--- src/rtl/fir_coeff_loader.sv ---
// fir_coeff_loader: streams coefficient words from a valid/ready source into
// a FIR filter's indexed coefficient write port, one tap per strobe.
// Optional feature macro: COEFF_SYMMETRIC_EN. When it is defined, only the
// first half of a symmetric impulse response is streamed. Each word is
// written to tap j and then to tap NTAPS-1-j. An odd-length centre tap is
// written once.
// All outputs are registers. reset is synchronous and active high.
module fir_coeff_loader #(
  parameter int NTAPS = 41,
  parameter int DW    = 16,
  parameter int SELW  = 6
) (
  input  logic            clk,
  input  logic            reset,
  input  logic            start,
  input  logic            abort,
  input  logic            s_valid,
  input  logic [DW-1:0]   s_data,
  output logic            s_ready,
  output logic            coeff_update,
  output logic [SELW-1:0] coeff_sel,
  output logic [DW-1:0]   new_coeff,
  output logic            busy,
  output logic            done
);

  // Elaboration-time guard: every tap index must be representable on coeff_sel
  generate
    if ((2 ** SELW) < NTAPS) begin : g_selw_check
      $error("fir_coeff_loader: 2**SELW must be >= NTAPS");
    end
  endgenerate

`ifdef COEFF_SYMMETRIC_EN
  localparam int NWORDS = (NTAPS + 1) / 2;
  typedef enum logic [1:0] {
    IDLE   = 2'd0,
    LOAD   = 2'd1,
    MIRROR = 2'd2,
    DONE   = 2'd3
  } state_t;
`else
  localparam int NWORDS = NTAPS;
  typedef enum logic [1:0] {
    IDLE = 2'd0,
    LOAD = 2'd1,
    DONE = 2'd3
  } state_t;
`endif

  // Counter is one bit wider than the select so that it can hold the word quota itself
  localparam logic [SELW:0] QUOTA   = NWORDS[SELW:0];
  localparam logic [SELW:0] CNT_ONE = {{SELW{1'b0}}, 1'b1};

  state_t        state;
  logic [SELW:0] cnt;
  logic [SELW:0] cnt_next;

`ifdef COEFF_SYMMETRIC_EN
  localparam int            LAST_TAP_I = NTAPS - 1;
  localparam logic [SELW:0] LAST_TAP   = LAST_TAP_I[SELW:0];

  logic [SELW:0]   mirror_idx;
  logic            has_mirror;
  logic [SELW-1:0] mirror_sel;

  // Partner tap of the word being accepted; the odd-length centre tap has none
  always_comb begin
    mirror_idx = LAST_TAP - cnt;
    has_mirror = (mirror_idx != cnt);
  end
`endif

  // Word counter value after the current word has been accepted
  always_comb begin
    cnt_next = cnt + CNT_ONE;
  end

  // Sequencer: state, word counter and every registered output
  always_ff @(posedge clk) begin
    if (reset) begin
      state        <= IDLE;
      cnt          <= '0;
      s_ready      <= 1'b0;
      coeff_update <= 1'b0;
      coeff_sel    <= '0;
      new_coeff    <= '0;
      busy         <= 1'b0;
      done         <= 1'b0;
`ifdef COEFF_SYMMETRIC_EN
      mirror_sel   <= '0;
`endif
    end else begin
      // Strobes default low; coeff_sel/new_coeff keep their last written value
      coeff_update <= 1'b0;
      done         <= 1'b0;
      case (state)
        IDLE: begin
          // abort wins over a coincident start
          if (start && !abort) begin
            state   <= LOAD;
            cnt     <= '0;
            s_ready <= 1'b1;
            busy    <= 1'b1;
          end else begin
            state   <= IDLE;
            s_ready <= 1'b0;
            busy    <= 1'b0;
          end
        end
        LOAD: begin
          if (abort) begin
            // A word offered in this cycle is dropped along with the sequence
            state   <= IDLE;
            cnt     <= '0;
            s_ready <= 1'b0;
            busy    <= 1'b0;
          end else if (cnt == QUOTA) begin
            // Final write has just been presented; flag completion
            state   <= DONE;
            s_ready <= 1'b0;
            done    <= 1'b1;
          end else if (s_valid && s_ready) begin
            coeff_update <= 1'b1;
            coeff_sel    <= cnt[SELW-1:0];
            new_coeff    <= s_data;
            cnt          <= cnt_next;
`ifdef COEFF_SYMMETRIC_EN
            if (has_mirror) begin
              state      <= MIRROR;
              s_ready    <= 1'b0;
              mirror_sel <= mirror_idx[SELW-1:0];
            end else begin
              state      <= LOAD;
              s_ready    <= (cnt_next != QUOTA);
            end
`else
            // Ready drops while the last word is written, so no extra word slips in
            s_ready <= (cnt_next != QUOTA);
`endif
          end else begin
            state <= LOAD;
          end
        end
`ifdef COEFF_SYMMETRIC_EN
        MIRROR: begin
          if (abort) begin
            // Suppress the pending mirrored write
            state   <= IDLE;
            cnt     <= '0;
            s_ready <= 1'b0;
            busy    <= 1'b0;
          end else begin
            coeff_update <= 1'b1;
            coeff_sel    <= mirror_sel;
            state        <= LOAD;
            s_ready      <= (cnt != QUOTA);
          end
        end
`endif
        DONE: begin
          state   <= IDLE;
          s_ready <= 1'b0;
          busy    <= 1'b0;
        end
        default: begin
          state   <= IDLE;
          cnt     <= '0;
          s_ready <= 1'b0;
          busy    <= 1'b0;
        end
      endcase
    end
  end

endmodule
--- config.mk ---
export PLATFORM = sky130hd
export DESIGN_NAME = fir_coeff_loader
export DESIGN_NICKNAME = d
export VERILOG_FILES = /design/src/rtl/fir_coeff_loader.sv
export SDC_FILE = /design/constraint.sdc
export NUM_CORES = 1
export LEC_CHECK = 0
export ABC_AREA = 1
export CORE_MARGIN = 3
export CORE_UTILIZATION = 40
export CTS_CLUSTER_SIZE = 30
export DETAILED_ROUTE_END_ITERATION = 12
export PLACE_DENSITY_LB_ADDON = 0.05
export SLEW_MARGIN = 20
export SYNTH_ARGS = -nofsm -noshare
export SYNTH_HDL_FRONTEND = slang
export SYNTH_SLANG_ARGS = --single-unit
export TNS_END_PERCENT = 100
--- constraint.sdc ---
create_clock -name clk -period 3.7 [get_ports clk]
set_input_delay 0.37 -clock clk [delete_from_list [all_inputs] [get_ports clk]]
set_output_delay 0.37 -clock clk [all_outputs]
set_load 0.1 [all_outputs]
## Word level (Yosys, flattened, before mapping)

Index checks and enable logic that the tools add are counted.

| word-level totals | value |
|---|---|
| bits in registers | 35 |
| logic and storage cells | 50 |
| output and inout port bits | 26 |

| cells by class | value |
|---|---|
| add/sub/neg operators | 1 |
| multiplexer cells | 19 |
| reduce and logical (&&, ||, !) cells | 8 |
| bitwise logic cells | 4 |
| eq/ne operators | 10 |

Operators by type and width:

| operator | number |
|---|---|
| $mux 7 | 4 |
| $pmux 7 s3 | 1 |
| $mux 1 | 8 |
| $ne 4x4->1 const B | 2 |
| $reduce_and 4->1 | 2 |
| $add 7x1->7 const B | 1 |
| $eq 7x6->1 const B | 1 |
| $ne 7x6->1 const B | 1 |
| $mux 2 | 3 |
| $ne 3x3->1 const B | 2 |
| $ne 2x2->1 const B | 2 |
| $not 1->1 | 4 |
| $pmux 1 s2 | 2 |
| $pmux 2 s2 | 1 |
| $reduce_or 4->1 | 1 |
| $reduce_or 3->1 | 1 |
| $eq 2x1->1 const B | 1 |
| $eq 2x2->1 const B | 1 |
| $logic_and 1x1->1 | 2 |
| $logic_not 2->1 | 1 |
| $logic_not 1->1 | 1 |

## Longest topological paths before layout

Gate-level depths: netlist of run 1.

| depth | value |
|---|---|
| word-level depth | 6 |
| mapped depth | 11 |
| mapped depth without buffers | 9 |

## Least setup slack after synthesis of run 1

OpenSTA, ideal clock, no wires.

| timing | value |
|---|---|
| path kind | reg2reg |
| start | reg s_ready |
| end | reg coeff_sel[0] |
| setup slack | 1.756 ns |
| setup time | 0.118 ns |
| cell stages (with the launch flop) | 9 |
| clock period less this slack | 1.944 ns |
| arrival time | 1.826 ns |
| path buffers | 1 |
| path through | dfxtp_1 > nand2_1 > nand3_1 > nand2_1 > nor2_1 > nand2_2 > buf_4 > nor2_1 > nor2_1 |

| between the ends | value |
|---|---|
| word-level cells in the longest chain between the ends | 2 |

Ends and longest elaborated chain:

| what | RTL line | text |
|---|---|---|
| start: declaration | 19 | `output logic s_ready,` |
| start signal: assignment | 139 | `s_ready <= (cnt_next != QUOTA);` |
| $logic_and 1x1->1 | 123 | `end else if (s_valid && s_ready) begin` |
| $reduce_and 4->1 (no source line) | n/a |  |
| end signal: assignment | 125 | `coeff_sel <= cnt[SELW-1:0];` |
| end: declaration | 21 | `output logic [SELW-1:0] coeff_sel,` |

No other way between the ends.
A chain may end at the register's enable or synchronous reset.

## Final worst setup path of run 1

| timing | value |
|---|---|
| start | reg s_ready |
| end | out s_ready |

No word-level cell between the ends.

==> results.sh, run 1 <==
export IMPL_outcome="complete, no violations"
export IMPL_maxCapViolCount=0
export IMPL_antenna_found_initial=0
export IMPL_postSynthAreaPerCell_um2=7.22
export IMPL_gp_congestion=0.753
export IMPL_end_kind="output pin"
export IMPL_grtUsageTotal_pct=16.1
export IMPL_synth_area_um2=1570
export IMPL_ant_nets=0
export IMPL_cp_required_ns=3.33
export IMPL_final_common_cell="nor2_1"
export IMPL_post_cts_resize_count=0
export IMPL_yosysWarnings=0
export IMPL_root_buffer="clkbuf_8"
export IMPL_total_power_uw=714
export IMPL_cts_path_max_buffers=2
export IMPL_drc=0
export IMPL_mostFrequentLayoutCells="nor2_1 (63), clkdlybuf4s50_1 (46), nand2_1 (35), dfxtp_1 (35), o21ai_0 (22)"
export IMPL_io_pins=47
export IMPL_synth_mux_area_share_pct=0
export IMPL_path_clk_slew_ns=0.07
export IMPL_path_cells="clkdlybuf4s50_1"
export IMPL_drive_gt1_share_pct=8.78
export IMPL_via_per_inst=4.59
export IMPL_nNetsFinal=285
export IMPL_overflow=0
export IMPL_min_path_cells=1
export IMPL_holdCritStartpoint="busy"
export IMPL_min_period_ns=2.18
export IMPL_port_buffers=46
export IMPL_diodes=0
export IMPL_finalSetupViolCount=0
export IMPL_p_int_uw=539
export IMPL_synth_top_family_by_area="simple AND/OR/NAND/NOR gates"
export IMPL_timing_rr_end="coeff_sel[2]"
export IMPL_die_x_um=68.6
export IMPL_synthAdderAreaFrac_pct=2.39
export IMPL_min_path_type="flip-flop to flip-flop"
export IMPL_die_h_um=68.6
export IMPL_crit_family="buffers and inverters"
export IMPL_reg2reg_slack_ns=1.77
export IMPL_drt_initial_drc_count=74
export IMPL_grt_pass1_vias=1264
export IMPL_rsz0062_at_grt="false"
export IMPL_slew_violations=0
export IMPL_cts_buffers_inserted=5
export IMPL_p_per_area_nw_per_um2=341
export IMPL_hold_buffers=0
export IMPL_synth_xor_area_share_pct=0.559
export IMPL_finalSetupTns_ns=0
export IMPL_r2r_start="cnt[1]"
export IMPL_max_stage_delay_ns=1.15
export IMPL_hold_violations=0
export IMPL_core_um2=3720
export IMPL_fin_crit_sh_pct=58.8
export IMPL_start_util_pct=42.2
export IMPL_skew_ns=0.00323
export IMPL_row_count=22
export IMPL_switching_share_pct=24.5
export IMPL_area_growth_pct=33.7
export IMPL_cts_htree_levels=2
export IMPL_die_area_um2=4710
export IMPL_crit_fanout=3
export IMPL_ys_seq_area_share_pct=44.7
export IMPL_yosys_area_share_simple_pct=30.9
export IMPL_tightest_slew_ns=0.997
export IMPL_cts_tree="done"
export IMPL_vias=1423
export IMPL_vdd_ir_drop_max_uv=250
export IMPL_cp_slowest_cell="clkdlybuf4s50_1"
export IMPL_grt_pass1_wl_um=5690
export IMPL_post_cts_buffers=0
export IMPL_clk_latency_ns=0.29
export IMPL_numClockSinks=35
export IMPL_routedWlPerCell_um=11.5
export IMPL_comb_power_share_pct=8.9
export IMPL_crit_type="flip-flop to output pin"
export IMPL_cp_arrival_ns=1.81
export IMPL_synthCells=217
export IMPL_slew_headroom_pct=33.3
export IMPL_r2r_cells=10
export IMPL_crit_path_start_kind="flip-flop"
export IMPL_hold_end="busy"
export IMPL_leakagePower_uw=0.000880
export IMPL_seq_power_share_pct=53.4
export IMPL_fill_cells=355
export IMPL_yosysUniqueCellTypes=21
export IMPL_p_clk_share_pct=37.6
export IMPL_max_freq_ghz=0.459
export IMPL_syn_nets=241
export IMPL_synth_compound_area_share_pct=11.7
export IMPL_dr_pass1_iters=4
export IMPL_grt_max_degree=24
export IMPL_power_switching_uw=175
export IMPL_dp_hpwl_um=2500
export IMPL_ys_ff_latch=35
export IMPL_wl_um=3570
export IMPL_cp_num_buf_inv=1
==> worst max-delay path by stage <==
stage | from | endpoint | slack [ns] | cells after the start
CTS | s_ready | s_ready | 1.53 | 1
finish | s_ready | s_ready | 1.52 | 1
global placement | abort | coeff_sel[2] | 1.59 | 9
floorplan | s_ready | coeff_sel[0] | 1.76 | 8
global route | s_ready | s_ready | 1.48 | 1
detailed placement | abort | coeff_sel[1] | 1.58 | 9
==> sequential cells by signal, summed over array words and instances, names as in the netlist <==
| signal | count |
|---|---|
| s_ready | 1 |
| coeff_sel | 6 |
| done | 1 |
| cnt | 7 |
| busy | 1 |
| new_coeff | 16 |
| coeff_update | 1 |
| state | 2 |
==> Yosys cell counts, drive strengths merged <==
| library cell | n | share of area (%) |
|---|---|---|
| nor2 | 64 | 15 |
| nand2 | 43 | 12 |
| dfxtp | 35 | 45 |
| o21ai | 22 | 7.0 |
| inv | 19 | 4.5 |
| a21oi | 8 | 4.2 |
| nand3 | 8 | 2.6 |
| buf | 7 | 4.5 |
| clkbuf | 3 | 0.72 |
| ha | 3 | 2.4 |
| nand3b | 1 | 0.48 |
| nand4 | 1 | 0.40 |
| nor2b | 1 | 0.40 |
| o21a | 1 | 0.48 |
| xor2 | 1 | 0.56 |
==> area by class of cell <==
cell class                 count  area (µm²)  share of cell area, %
clock buffer                   7        76.3                   3.64
inverter                      19        71.3                   3.40
clock inverter                 1        5.00                  0.239
sequential                    35         701                   33.4
multi-input combinational    153         714                   34.1
tap                           48        60.1                   2.87
timing repair buffer          47         468                   22.3
==> metal layers <==
layer / share of wire, % / up-vias / GRT usage, % / wire [µm]
met5: 0 / - / 0 / 0
met4: 1.6 / 0 / 7.44 / 56
met3: 5.8 / 6 / 6.16 / 209
met2: 44 / 29 / 23.7 / 1580
met1: 48 / 633 / 20.6 / 1730
li1: - / 755 / - / -
==> stage by stage <==
stage	setup slack (ns)	utilization, %	cell area, µm²	hold WS (ns)	std cells
after floorplan	1.76	-	1570	0.451	217
after global placement	1.59	54.2	2010	0.451	302
after detailed placement	1.58	54.2	2010	0.462	302
after CTS	1.53	56.4	2100	0.474	310
after global routing	1.48	56.4	2100	0.507	310
final	1.52	56.4	2100	0.469	310
==> cells by family after synthesis <==
family | after synthesis
buffers and inverters | 29
XOR/XNOR | 1
adder cells (fa/ha/maj) | 3
flip-flops | 35
AND/OR/NAND/NOR | 118
AO/OA/AOI/OAI | 31
==> power by group through the flow <==
| stage | Combinational [µW] | Sequential (µW) | Clock (µW) |
|---|---|---|---|
| 4_1_cts | 64.2 | 381 | 275 |
| 3_3_place_gp | 64.2 | 390 | 0 |
| 5_1_grt | 68.0 | 382 | 289 |
| 3_5_place_dp | 64.0 | 390 | 0 |
| 2_1_floorplan | 18.4 | 406 | 0 |
| 6_report | 63.7 | 381 | 269 |
Power figures use the tool's default switching activity.
==> inputs of run 2 (changes only) <==
==> constraint.sdc (replaced) <==
create_clock -name clk -period 2.05 [get_ports clk]
set_input_delay 0.205 -clock clk [delete_from_list [all_inputs] [get_ports clk]]
set_output_delay 0.205 -clock clk [all_outputs]
set_load 0.1 [all_outputs]
==> run 2 against run 1 <==
Clock-buffer cell count fell by 2. Register-to-register slack got worse by 1.4 ns. Global-route usage rose by 0.20 points. Critical endpoint is now coeff_sel[0]. Largest cell class unchanged. Largest power group unchanged. Die area did not move. Highest routed layer unchanged.
==> results.sh, run 2 (synthesis results as in run 1) <==
export IMPL_gp_congestion=0.771
export IMPL_holdWs_ns=0.481
export IMPL_crit_type="flip-flop to flip-flop"
export IMPL_r2r_cells=8
export IMPL_clk_latency_ns=0.28
export IMPL_max_freq_ghz=0.594
export IMPL_mostFrequentLayoutCells="nor2_1 (63), nand2_1 (35), dfxtp_1 (35)"
export IMPL_crit_fanout=23
export IMPL_end_kind="flip-flop"
export IMPL_cts_path_max_buffers=2
export IMPL_outcome="complete, no violations"
export IMPL_row_count=22
export IMPL_vdd_ir_drop_max_uv=378
export IMPL_rsz0062_at_grt="false"
export IMPL_slew_violations=0
export IMPL_area_growth_pct=32.4
export IMPL_dr_pass1_iters=4
export IMPL_leakagePower_uw=0.000949
export IMPL_finalSetupViolCount=0
export IMPL_dp_hpwl_um=2410
export IMPL_hold_violations=0
export IMPL_die_h_um=68.6
export IMPL_port_buffers=46
export IMPL_routedWlPerCell_um=11.5
export IMPL_cp_required_ns=2.23
export IMPL_drc=0
export IMPL_final_common_cell="nor2_1"
export IMPL_holdCritStartpoint="busy"
export IMPL_reg2reg_slack_ns=0.37
export IMPL_tightest_slew_ns=0.589
export IMPL_cts_htree_levels=2
export IMPL_skew_ns=0.00494
export IMPL_post_cts_resize_count=0
export IMPL_cp_num_buf_inv=1
export IMPL_die_x_um=68.6
export IMPL_seq_area_um2=701
export IMPL_slew_headroom_pct=60.7
export IMPL_cts_buffers_inserted=5
export IMPL_wl_um=3560
export IMPL_multi_input_area_um2=714
export IMPL_grtUsageTotal_pct=16.3
export IMPL_maxCapViolCount=0
export IMPL_grt_pass1_vias=1286
export IMPL_nNetsFinal=286
export IMPL_core_um2=3720
export IMPL_antenna_found_initial=0
export IMPL_crit_top_cell="nor2_1"
export IMPL_vias=1419
export IMPL_timing_rr_end="coeff_sel[0]"
export IMPL_fill_cells=372
export IMPL_io_pins=47
export IMPL_start_util_pct=42.2
export IMPL_top_regs="new_coeff: 16 flops, cnt: 7 flops, coeff_sel: 6 flops"
export IMPL_min_path_cells=1
export IMPL_path_clk_slew_ns=0.07
export IMPL_grt_max_degree=30
export IMPL_hold_end="busy"
export IMPL_min_period_ns=1.68
export IMPL_post_cts_buffers=0
export IMPL_drive_gt1_share_pct=19.5
export IMPL_crit_path_start_kind="flip-flop"
export IMPL_cp_arrival_ns=1.86
export IMPL_cts_tree="done"
export IMPL_p_per_area_nw_per_um2=679
export IMPL_crit_family="simple AND/OR/NAND/NOR gates"
export IMPL_grt_pass1_wl_um=5750
export IMPL_r2r_start="cnt[1]"
export IMPL_finalSetupTns_ns=0
export IMPL_via_per_inst=4.58
export IMPL_path_cells="inv_1 > ha_1 > nand3_1 > nor2_1 > nor2_1 > nand2_2 > nor2_1 > nor2_1"
export IMPL_ant_nets=0
export IMPL_hold_buffers=0
export IMPL_max_stage_delay_ns=0.44
export IMPL_largest_reg_flops=16
export IMPL_die_area_um2=4710
export IMPL_final_util_pct=55.9
export IMPL_top_register="new_coeff"
export IMPL_numClockSinks=35
export IMPL_cp_slowest_cell="dfxtp_1"
export IMPL_root_buffer="clkbuf_8"
export IMPL_diodes=0
export IMPL_drt_initial_drc_count=119
export IMPL_min_path_type="flip-flop to flip-flop"
export IMPL_overflow=0
export IMPL_fin_crit_sh_pct=82.2
## run 2: worst max path at each step
stage                 start           end  cells past startpoint
detailed placement    abort  coeff_sel[0]                      8
CTS                  cnt[1]  coeff_sel[0]                      8
global route         cnt[1]  new_coeff[9]                      8
finish               cnt[1]  coeff_sel[0]                      8
floorplan           s_ready  coeff_sel[0]                      8
global placement      abort  coeff_sel[0]                      8
## run 2: per-stage QoR
stage | cells | total power [µW] | instance area [µm²] | setup WS (ns)
global route | 310 | 1460 | 2080 | 0.140
floorplan | 217 | 766 | 1570 | 0.106
CTS | 310 | 1430 | 2080 | 0.350
global placement | 303 | 822 | 1970 | 0.321
detailed placement | 303 | 821 | 1970 | 0.330
finish | 310 | 1410 | 2080 | 0.366
## run 2: layer usage
layer | vias up | wire (µm) | global-route usage, %
met3 | 4 | 135 | 4.38
met5 | - | 0 | 0
met1 | 631 | 1710 | 20.8
met2 | 28 | 1670 | 25.5
li1 | 756 | - | -
met4 | 0 | 39 | 7.44
## run 2: cell type report
cell class / instances / area share, %
timing repair buffer: 48 / 20.4
clock buffer: 5 / 3.32
clock inverter: 2 / 1.81
multi-input combinational: 153 / 34.4
sequential: 35 / 33.8
inverter: 19 / 3.44
tap: 48 / 2.89
## run 2: power breakdown
group | internal [µW] | switching, µW | total, µW
Combinational | 49.0 | 67.2 | 116
Sequential | 685 | 3.38 | 688
Clock | 355 | 249 | 604
